<file path="src/rtl/pipe_hazard_pkg.sv">
// ---------------------------------------------------------------------------
// pipe_hazard_pkg : shared types and helpers for the pipeline hazard unit
// Rev 1.0
// ---------------------------------------------------------------------------
`default_nettype none
`timescale 1ns/1ps

package pipe_hazard_pkg;

  // Widest register select an entry can hold; narrower selects are zero-extended.
  localparam int HZ_WS_W = 8;

  typedef struct packed {
    logic               valid;
    logic               wr;
    logic [HZ_WS_W-1:0] ws;
    logic               is_load;
  } hz_entry_t;

  localparam hz_entry_t HZ_BUBBLE = '0;

  function automatic int hz_fsw(input int nstages);
    return (nstages < 1) ? 1 : $clog2(nstages + 1);
  endfunction

endpackage

`default_nettype wire

</file>
<file path="src/rtl/hazard_match.sv">
// ---------------------------------------------------------------------------
// hazard_match : compares one source operand against every tracked stage,
// reporting the youngest matching stage and whether it holds a load. Rev 1.0
// ---------------------------------------------------------------------------
`default_nettype none
`timescale 1ns/1ps

module hazard_match
  import pipe_hazard_pkg::*;
#(
  parameter int REG_AW  = 3,
  parameter int NSTAGES = 3,
  parameter int FSW     = 2
) (
  input  logic [REG_AW-1:0]        i_src_sel,
  input  logic                     i_src_used,
  input  hz_entry_t [NSTAGES:1]    i_entries,
  output logic                     o_hit,
  output logic [FSW-1:0]           o_stage_idx,
  output logic                     o_is_load
);

  logic [HZ_WS_W-1:0] w_src_ext;

  assign w_src_ext = HZ_WS_W'(i_src_sel);

  // Scan oldest to youngest so the youngest match overwrites older ones.
  always_comb begin
    o_hit       = 1'b0;
    o_stage_idx = '0;
    o_is_load   = 1'b0;
    for (int k = NSTAGES; k >= 1; k--) begin
      if (i_src_used && i_entries[k].valid && i_entries[k].wr &&
          (i_entries[k].ws == w_src_ext)) begin
        o_hit       = 1'b1;
        o_stage_idx = FSW'(k);
        o_is_load   = i_entries[k].is_load;
      end
    end
  end

endmodule

`default_nettype wire

</file>
<file path="src/rtl/pipe_hazard_unit.sv">
// ---------------------------------------------------------------------------
// pipe_hazard_unit : load-use stall and operand forwarding control.
// Forwarding is enabled by defining PIPE_HAZARD_FWD_EN. Rev 1.0
// ---------------------------------------------------------------------------
`default_nettype none
`timescale 1ns/1ps

module pipe_hazard_unit
  import pipe_hazard_pkg::*;
#(
  parameter  int REG_AW     = 3,
  parameter  int NSRC       = 2,
  parameter  int NSTAGES    = 3,
  parameter  int LOAD_READY = 2,
  parameter  int CNT_W      = 16,
  localparam int FSW        = hz_fsw(NSTAGES)
) (
  input  logic                     clk,
  input  logic                     rst,
  input  logic                     id_valid,
  input  logic [NSRC*REG_AW-1:0]   id_src_sel,
  input  logic [NSRC-1:0]          id_src_used,
  input  logic                     id_wr,
  input  logic [REG_AW-1:0]        id_ws,
  input  logic                     id_is_load,
  input  logic                     flush,
  input  logic                     freeze,
  output logic                     stall,
  output logic [NSRC*FSW-1:0]      fwd_sel,
  output logic [CNT_W-1:0]         stall_cnt
);

  hz_entry_t [NSTAGES:1] r_entry;
  logic [CNT_W-1:0]      r_stall_cnt;

  hz_entry_t             w_id_entry;
  logic [NSRC-1:0]       w_hit;
  logic [NSRC-1:0]       w_ld;
  logic [NSRC-1:0]       w_load_block;
  logic [NSRC-1:0]       w_block;
  logic [FSW-1:0]        w_idx [NSRC];
  logic                  w_stall;
  logic                  w_record;

  assign w_id_entry.valid   = 1'b1;
  assign w_id_entry.wr      = id_wr;
  assign w_id_entry.ws      = HZ_WS_W'(id_ws);
  assign w_id_entry.is_load = id_is_load;

  for (genvar i = 0; i < NSRC; i++) begin : g_src
    hazard_match #(
      .REG_AW  (REG_AW),
      .NSTAGES (NSTAGES),
      .FSW     (FSW)
    ) u_match (
      .i_src_sel   (id_src_sel[i*REG_AW +: REG_AW]),
      .i_src_used  (id_src_used[i]),
      .i_entries   (r_entry),
      .o_hit       (w_hit[i]),
      .o_stage_idx (w_idx[i]),
      .o_is_load   (w_ld[i])
    );

    // Youngest producer is a load whose data is not yet available.
    assign w_load_block[i] = w_hit[i] & w_ld[i] & (int'(w_idx[i]) < LOAD_READY);

`ifdef PIPE_HAZARD_FWD_EN
    assign w_block[i]              = w_load_block[i];
    assign fwd_sel[i*FSW +: FSW]   = w_load_block[i] ? '0 : w_idx[i];
`else
    // No bypass paths: any in-flight producer blocks. The load term is a
    // subset of w_hit and leaves the result unchanged.
    assign w_block[i]              = w_hit[i] | w_load_block[i];
    assign fwd_sel[i*FSW +: FSW]   = '0;
`endif
  end

  assign w_stall   = (|w_block) & id_valid & ~flush;
  assign w_record  = id_valid & ~w_stall & ~flush;
  assign stall     = w_stall;
  assign stall_cnt = r_stall_cnt;

  always_ff @(posedge clk or negedge rst) begin
    if (!rst) begin
      r_entry     <= {NSTAGES{HZ_BUBBLE}};
      r_stall_cnt <= '0;
    end else if (!freeze) begin
      for (int k = NSTAGES; k >= 2; k--) begin
        r_entry[k] <= r_entry[k-1];
      end
      r_entry[1] <= w_record ? w_id_entry : HZ_BUBBLE;
      if (w_stall && (r_stall_cnt != {CNT_W{1'b1}})) begin
        r_stall_cnt <= r_stall_cnt + CNT_W'(1);
      end
    end
  end

endmodule

`default_nettype wire
</file>
<file path="config.mk">
export PLATFORM = sky130hd
export DESIGN_NAME = pipe_hazard_unit
export DESIGN_NICKNAME = d
export VERILOG_FILES = /design/src/rtl/pipe_hazard_pkg.sv /design/src/rtl/hazard_match.sv /design/src/rtl/pipe_hazard_unit.sv
export SDC_FILE = /design/constraint.sdc
export NUM_CORES = 1
export LEC_CHECK = 0
export ABC_AREA = 1
export CORE_ASPECT_RATIO = 1.4
export CORE_MARGIN = 10
export CORE_UTILIZATION = 25
export CTS_CLUSTER_SIZE = 20
export DETAILED_ROUTE_END_ITERATION = 12
export GPL_TIMING_DRIVEN = 0
export SETUP_SLACK_MARGIN = 0.4
export SYNTH_ARGS = -nofsm -noshare
export SYNTH_HDL_FRONTEND = slang
export SYNTH_HIERARCHICAL = 1
export SYNTH_SLANG_ARGS = --single-unit
</file>
<file path="constraint.sdc">
create_clock -name clk -period 1.56 [get_ports clk]
set_input_delay 0.312 -clock clk [delete_from_list [all_inputs] [get_ports clk]]
set_output_delay 0.312 -clock clk [all_outputs]
set_load 0.03 [all_outputs]
</file>
==> metrics.yaml <==
outcome:
  status: "finished, violations left"
  violations: "setup timing"
timing:
  fmax_mhz: 507
  layout_setup_ws_ps: -411
  period_minus_slack_ps: 1970
  maxSlewHeadroom_pct: 51.0
  final_max_slew_viol_count: 0
  final.period_utilization_pct: 126
  finalSetupViolations: 22
  fin_skew_ps: 2.11
  worst_pin_slew_ps: 735
  hold_viol: 0
  rsz0062_at_grt: "true"
place:
  routabilityCongestion: 0.807
  port_buffers: 33
  hpwlAfterDp_mm: 4.49
  placed_cells: 506
  pre_cts_slack_ps: -1080
critical_path:
  crit_chain: "xor2_1 -> nor2_2 -> nand2_2 -> nor2_8 -> inv_2 -> nand2_4 -> o21ai_4 -> buf_12 -> nor2_4 -> inv_2 -> nor2_4 -> buf_6 -> nand2_1 -> nand2_1"
  worstPathArrival_ps: 2180
  critPathKind: "reg2reg"
  start_kind: "flop"
  r2r_start: "r_entry[2]"
  crit_slowest_cell: "dfrtp_1"
  reg2reg_slack_ps: -410
  reg2reg_depth: 14
  cp_top_family: "simple AND/OR/NAND/NOR gates"
  critPathRequiredTime_ps: 1770
  cp_num_buf_inv: 4
  cpPeakStageDelay_ps: 420
  crit_fanout: 5
  r2r-end: "stall_cnt[1]"
  worstSetupEndpointType: "flop"
cts:
  cts-root-buf: "clkbuf_16"
  cts_buffer_depth: 2
  clkSinkCount: 31
  cts_max_level: 2
  hold_buffers: 0
  cts_tree: "done"
  clock_latency_ps: 270
  cts_inserted_buffers: 5
  clk_pin_slew_worst_paths_ps: 50
grt:
  grt_usage_pct: 9.26
  grt_util_met3_pct: 3.23
  grt_pass1_vias: 2243
  grt_overflow: 0
  grt_max_degree: 32
  grtUsageMet2_pct: 16.5
  grt_pass1_wl_mm: 10.2
  use_met1_pct: 9.78
  top_usage_layer: "met2"
  grt_antenna_before_repair: 0
floorplanning:
  core_um2: 8930
  start_util_pct: 25.3
  die_h_um: 133
  rows: 41
  die_x_um: 100
  die_area_um2: 13300
  io_pins: 39
detailed_routing:
  vias: 2246
  drtIter0Drc: 69
  remaining_drc_errors: 0
  postRouteAntennaNets: 0
  wl_per_cell_um: 11.6
  drt_wl_total_mm: 6.18
  first_pass_iters: 4
  via_per_inst: 4.20
pwr:
  p_leak_nw: 1.68
  ir_worst_vdd_v: 0.000443
  power_density_nw_per_um2: 682
yosys:
  synth_cells: 333
  syn_area_per_cell_um2: 6.79
  syn-cell-area_um2: 2260
  yosysWarnings: 6
min_path:
  min_path_type: "in2async"
layout:
  seq_area_um2: 798
  syn_to_final_growth_pct: 47.7
  drive_gt1_share_pct: 29.7
  fill_cells: 966
  fin_cells: 535
  antenna_cells: 0
  layout.nets: 446
  multi_input_area_um2: 1420
flow_run:
  maxCapViolations: 0
[cell type report]
type | instances | share of cell area, %
Tap cell | 107 | 4.01
Buffer | 9 | 2.17
Sequential cell | 31 | 23.9
Multi-Input combinational cell | 269 | 42.6
Timing Repair Buffer | 54 | 15.7
Clock inverter | 2 | 1.05
Inverter | 57 | 6.40
Clock buffer | 6 | 4.16
[worst register-to-register path, cell delays in order, from the launching register on]
cell	delay, ps
dfrtp_1	420
xor2_1	170
nor2_2	180
nand2_2	110
nor2_8	90
inv_2	40
nand2_4	60
o21ai_4	70
buf_12	140
nor2_4	150
inv_2	60
nor2_4	170
buf_6	150
nand2_1	50
nand2_1	50
[layer usage]
layer	share of wire, %	vias up
met1	41	1032
met4	1.9	0
met5	0	-
met3	5.9	10
met2	51	48
li1	-	1156
[layout by cell type (no fill, tap or decap), types with 2 or more instances in the layout]
cell type / instances
nand2_1: 118
inv_1: 48
conb_1: 34
nor2_1: 26
buf_4: 22
buf_6: 21
dfrtp_2: 18
nand2_2: 15
dfrtp_1: 13
nand4_1: 11
inv_2: 9
dlygate4sd2_1: 9
xnor2_1: 8
nor2_2: 7
nand3_1: 7
o21ai_0: 7
clkdlybuf4s50_1: 6
xor2_1: 5
clkbuf_16: 5
o22ai_1: 4
nor3_2: 4
nand2_4: 4
nor2_4: 3
o21ai_4: 2
nor3_1: 2
nor2_8: 2
and2_1: 2
nor3_4: 2
o22ai_2: 2
buf_12: 2
[worst max-delay path by stage]
| stage | startpoint | end | slack, ps | cells after the start |
|---|---|---|---|---|
| 3_3_place_gp | id_src_sel[5] | stall | -1070 | 11 |
| 6_report | r_entry[2] | stall_cnt[1] | -410 | 14 |
| 2_1_floorplan | r_entry[2] | stall_cnt[1] | -20 | 13 |
| 3_5_place_dp | id_src_sel[5] | stall | -1080 | 11 |
| 5_1_grt | r_entry[24] | stall_cnt[4] | -560 | 15 |
| 4_1_cts | r_entry[25] | stall | -380 | 10 |
[timing repair]
action | 4_1_cts | 5_1_grt
hold endpoints to repair | 0 | 0
pin swaps | 2 | 9
setup buffers | 15 | 5
cloned | 1 | 0
setup endpoints to repair | 47 | 43
gates resized for setup | 154 | 18
[state kept, by name (all words and copies together) (netlist names)]
| register | cells |
|---|---|
| r_entry | 15 |
| stall_cnt | 16 |
[power breakdown]
group          switching, mW  leakage, nW  internal, mW
logic                  0.156         1.20         0.104
registers             0.0380        0.395         0.837
clock network          0.352       0.0868         0.793
total                  0.546         1.68          1.73
[stage by stage]
step	setup TNS, ps	util (%)	power [mW]	hold slack (ps)	instance area [µm²]
4_1_cts	-6210	36.5	2.29	117	3260
3_5_place_dp	-15890	32.1	1.13	407	2870
5_1_grt	-10380	37.4	2.37	147	3340
6_report	-7150	37.4	2.28	95.3	3340
3_3_place_gp	-29800	32.2	1.13	495	2870
2_1_floorplan	-153	-	1.03	16.4	2410
Note: power is estimated with default switching activity, not from simulation.
==> variant 1 (config.mk and constraints unchanged) <==
Register the output `stall_cnt` once more, with the module's reset; this adds one clock of latency there. The other outputs are not delayed to match.
--- a/src/rtl/pipe_hazard_unit.sv
+++ b/src/rtl/pipe_hazard_unit.sv
@@ -78,7 +78,13 @@
   assign w_stall   = (|w_block) & id_valid & ~flush;
   assign w_record  = id_valid & ~w_stall & ~flush;
   assign stall     = w_stall;
-  assign stall_cnt = r_stall_cnt;
+  always_ff @(posedge clk or negedge rst) begin
+    if (!rst) begin
+      stall_cnt <= '0;
+    end else begin
+      stall_cnt <= r_stall_cnt;
+    end
+  end
 
   always_ff @(posedge clk or negedge rst) begin
     if (!rst) begin
Check against the original RTL: not equivalent (Yosys sat finds a counterexample within 4 cycles, from zero or initial values and one cycle with rst low).
==> variant 1 against the unedited design <==
  * Cell count up 6.4%
  * Global-route usage is 0.63 points lower
  * Setup slack better by 0.0093 ns
  * Critical path type is now reg -> out
  * Largest cell class unchanged
  * Routed wire length grew 3.5%
  * The flow still finishes with violations (setup timing)
  * Synthesized area grew 16%
  * Fmax grew 0.47%
  * Sequential cell count increased by 16
  * Design area increased by 7.0%
  * Power increased by 13%
==> variant 1: results (changes against the unedited design) <==
[global_route]
grt_pass1_wl_um = 10600  ; was 10200 µm
grt_max_degree = 33  ; was 32
track_usage = 0.0863  ; was 0.0926
grt_pass1_vias = 2254  ; was 2243

[cells_and_area]
fillers = 1107  ; was 966
clock_area_frac = 0.0385  ; was 0.0520
n_all_buffers = 53  ; was 63
final_core_util = 0.347  ; was 0.374
clock_buffers = 7  ; was 6
drive_gt1_frac = 0.239  ; was 0.297
nonClkBufAreaFrac = 0.130  ; was 0.179
nFlopsAndLatches = 47  ; was 31
multi_input_cells = 265  ; was 269
n_all_inverters = 58  ; was 57
multi_input_area_mm2 = 0.00140  ; was 0.00142 mm²
stdcell_count = 569  ; was 535

[setup_path]
crit_fanout = 3  ; was 5
crit_type = reg -> out  ; was reg -> reg
rr_worst_depth = 13  ; was 14
rrSetupSlack_ns = -0.37  ; was -0.41 ns
r2r_end = r_stall_cnt[3]  ; was stall_cnt[1]
cp-endpoint = stall  ; was stall_cnt[1]
crit_arrival_ns = 1.65  ; was 2.18 ns
setup.worst_path.start = r_entry[32]  ; was r_entry[2]

[detailed_routing]
drt-initial-drc-count = 88  ; was 69
viasPerCell = 4.00  ; was 4.20
wirelength_um = 6400  ; was 6180 µm

[sta]
fin_tns_setup_ns = -6.19  ; was -7.15 ns
finalSetupViolations = 22  ; unchanged
fin_skew_ns = 0.00353  ; was 0.00211 ns
hold_ws_ns = 0.453  ; was 0.0953 ns
setup_slack_ns = -0.401  ; was -0.411 ns

[power]
ir_drop_uv = 667  ; was 443 µV
leakage_uw = 0.00185  ; was 0.00168 µW
p_sw_frac = 0.239  ; was 0.240

[status]
outcome = finished, violations left  ; unchanged
violations = setup timing  ; unchanged

[placement]
dp_cells = 551  ; was 506
pre_cts_ws_ns = -1.08  ; about the same
place_hpwl_um = 4890  ; was 4490 µm
placed_area_mm2 = 0.00328  ; was 0.00287 mm²
place.gp.congestion = 0.837  ; was 0.807

[logic_synthesis]
synth.avg_cell_area_um2 = 7.58  ; was 6.79 µm²

[min_path]
hold_class = reg -> reg  ; was in -> async

==> variant 1: what timing repair did <==
| action | CTS | global route |
|---|---|---|
| pin swaps | 8 | 11 |
| endpoints found under the hold margin | 15 | 0 |
| buffers inserted | 5 | 3 |
| gates cloned | 1 | 0 |
| setup endpoints to repair | 47 | 31 |
| gates resized for setup | 124 | 35 |
| hold buffers | 1 | 0 |
==> variant 1: power groups by stage <==
stage                     clock network (µW)  registers (µW)  logic (µW)
after floorplan                            0            1300         155
after global placement                     0            1310         253
after detailed placement                   0            1310         264
after CTS                               1050            1290         273
after global routing                    1100            1290         327
final                                    998            1290         290
==> variant 1: per-layer routing <==
layer | up-vias | share of wire | track usage
li1 | 1177 | - | -
met3 | 6 | 0.033 | 0.0164
met4 | 0 | 0.016 | 0.0279
met2 | 35 | 0.55 | 0.159
met5 | - | 0 | 0
met1 | 1059 | 0.40 | 0.0962
==> variant 2 (same settings) <==
Made on the original files. `NSTAGES` is set to 3 in 2 places; all go to 5.
--- a/src/rtl/hazard_match.sv
+++ b/src/rtl/hazard_match.sv
@@ -9,7 +9,7 @@
   import pipe_hazard_pkg::*;
 #(
   parameter int REG_AW  = 3,
-  parameter int NSTAGES = 3,
+  parameter int NSTAGES = 5,
   parameter int FSW     = 2
 ) (
   input  logic [REG_AW-1:0]        i_src_sel,
--- a/src/rtl/pipe_hazard_unit.sv
+++ b/src/rtl/pipe_hazard_unit.sv
@@ -10,7 +10,7 @@
 #(
   parameter  int REG_AW     = 3,
   parameter  int NSRC       = 2,
-  parameter  int NSTAGES    = 3,
+  parameter  int NSTAGES    = 5,
   parameter  int LOAD_READY = 2,
   parameter  int CNT_W      = 16,
   localparam int FSW        = hz_fsw(NSTAGES)
Ports: changed (resized fwd_sel); port bits go from 39 to 41. No check against the original RTL was run, so the function may have changed too.
==> variant 2 against the unedited design <==
  * The flow still finishes with violations (setup timing)
  * Synthesized area up 28%
  * Cell count rose by 30%
  * Power up 30%
  * First-iteration DRC count increased by 71%
  * Setup slack lost 0.096 ns
  * Routed wire length up 32%
  * Sequential cell count increased by 10
  * Sequential share of layout area up 1.5 points
  * Global-route usage rose by 0.71 points
  * Fmax is 4.6% lower
  * Hold slack improved by 0.25 ns
  * Design area up 24%
  * Sequential power grew 37%
  * Highest routed layer unchanged
==> variant 2: results (changes against the unedited design) <==
[status]
outcome = finished, violations left  ; unchanged
violations = setup timing  ; unchanged

[global_route]
grt_use_met3 = 0.0240  ; was 0.0323
use_met1 = 0.110  ; was 0.0978
track_usage = 0.0997  ; was 0.0926
grt_pass1_wl_um = 13700  ; was 10200 µm
grt_max_degree = 41  ; was 32
grt_pass1_vias = 2885  ; was 2243
met2_usage = 0.184  ; was 0.165
antenna_found_initial = 0  ; unchanged

[placement]
place_hpwl_um = 6080  ; was 4490 µm
dp_cells = 675  ; was 506
pre_cts_ws_ns = -1.32  ; was -1.08 ns
placed_area_mm2 = 0.00364  ; was 0.00287 mm²
portBuffers = 33  ; unchanged
place.gp.congestion = 0.873  ; was 0.807

[min_path]
hold_class = in -> async  ; unchanged

[clocking]
ctsHoldBuffers = 1  ; was 0
insertion_delay_ns = 0.29  ; was 0.27 ns
clkTransAtPathRegs_ns = 0.06
post_cts_buffers = 2  ; was 15
post_cts_resized = 149  ; was 154

[sta]
setup_slack_ns = -0.506  ; was -0.411 ns
fin_skew_ns = 0.00548  ; was 0.00211 ns
finalSetupViolations = 22  ; unchanged
hold_ws_ns = 0.348  ; was 0.0953 ns
fin_tns_setup_ns = -7.15  ; about the same

[setup_path]
crit_path_top_delay_cell = dfrtp_2  ; was dfrtp_1
crit_arrival_ns = 1.75  ; was 2.18 ns
r2r_start = r_entry[14]  ; was r_entry[2]
rr_worst_depth = 18  ; was 14
crit_fanout = 6  ; was 5
rrSetupSlack_ns = -0.43  ; was -0.41 ns
max_stage_delay_ns = 0.45  ; was 0.42 ns
r2r_end = stall_cnt[13]  ; was stall_cnt[1]

[logic_synthesis]
ys_warn_count = 6  ; unchanged
synth.avg_cell_area_um2 = 6.53  ; was 6.79 µm²

[cells_and_area]
drive_gt1_frac = 0.268  ; was 0.297
fin_nets = 571  ; was 446
largest_reg_flops = 25  ; was 16
stdcell_count = 697  ; was 535

[power]
powerClk_uw = 1360  ; was 1150 µW
clock_power_share = 0.456  ; was 0.502
switchingPower_uw = 767  ; was 546 µW
leakage_uw = 0.00199  ; was 0.00168 µW
ir_drop_uv = 362  ; was 443 µV
powerSeq_uw = 1200  ; was 875 µW

[detailed_routing]
avgRoutedWirePerCell_um = 11.7  ; was 11.6 µm
dr_wl_met2_um = 4250  ; was 3170 µm
drt-initial-drc-count = 118  ; was 69
met3_length_um = 408  ; was 364 µm
vias = 2888  ; was 2246
m1WireLength_um = 3380  ; was 2530 µm

[variant 2: cell count changes in the layout (fill, tap and decap cells not counted), moves of 4 or more]
cell,change
nand3_1,+7
nand3_2,+10
o21ai_0,+8
buf_4,-7
dfrtp_1,+9
or2_1,+6
nand2_1,+22
o22ai_1,+4
nor2_1,+15
inv_2,+7
nand2_2,+11
conb_1,+22
o21ai_1,+6
[variant 2: area by class of cell]
type                       count  area (µm²)
clock buffer                   5         125
clock inverter                 3        65.1
tap                          144         180
inverter                      71         272
fill                        1204        7210
sequential                    41        1050
timing repair buffer          48         493
buffer                        13        96.3
multi-input combinational    372        1850
[variant 2: how the worst max path moves through the flow]
stage	cells after the start	startpoint	end
3_3_place_gp	12	id_src_used[0]	stall
6_report	14	r_entry[14]	stall
5_1_grt	14	r_entry[14]	stall
2_1_floorplan	18	r_entry[12]	stall_cnt[3]
3_5_place_dp	12	id_src_used[0]	stall
4_1_cts	11	r_entry[42]	stall
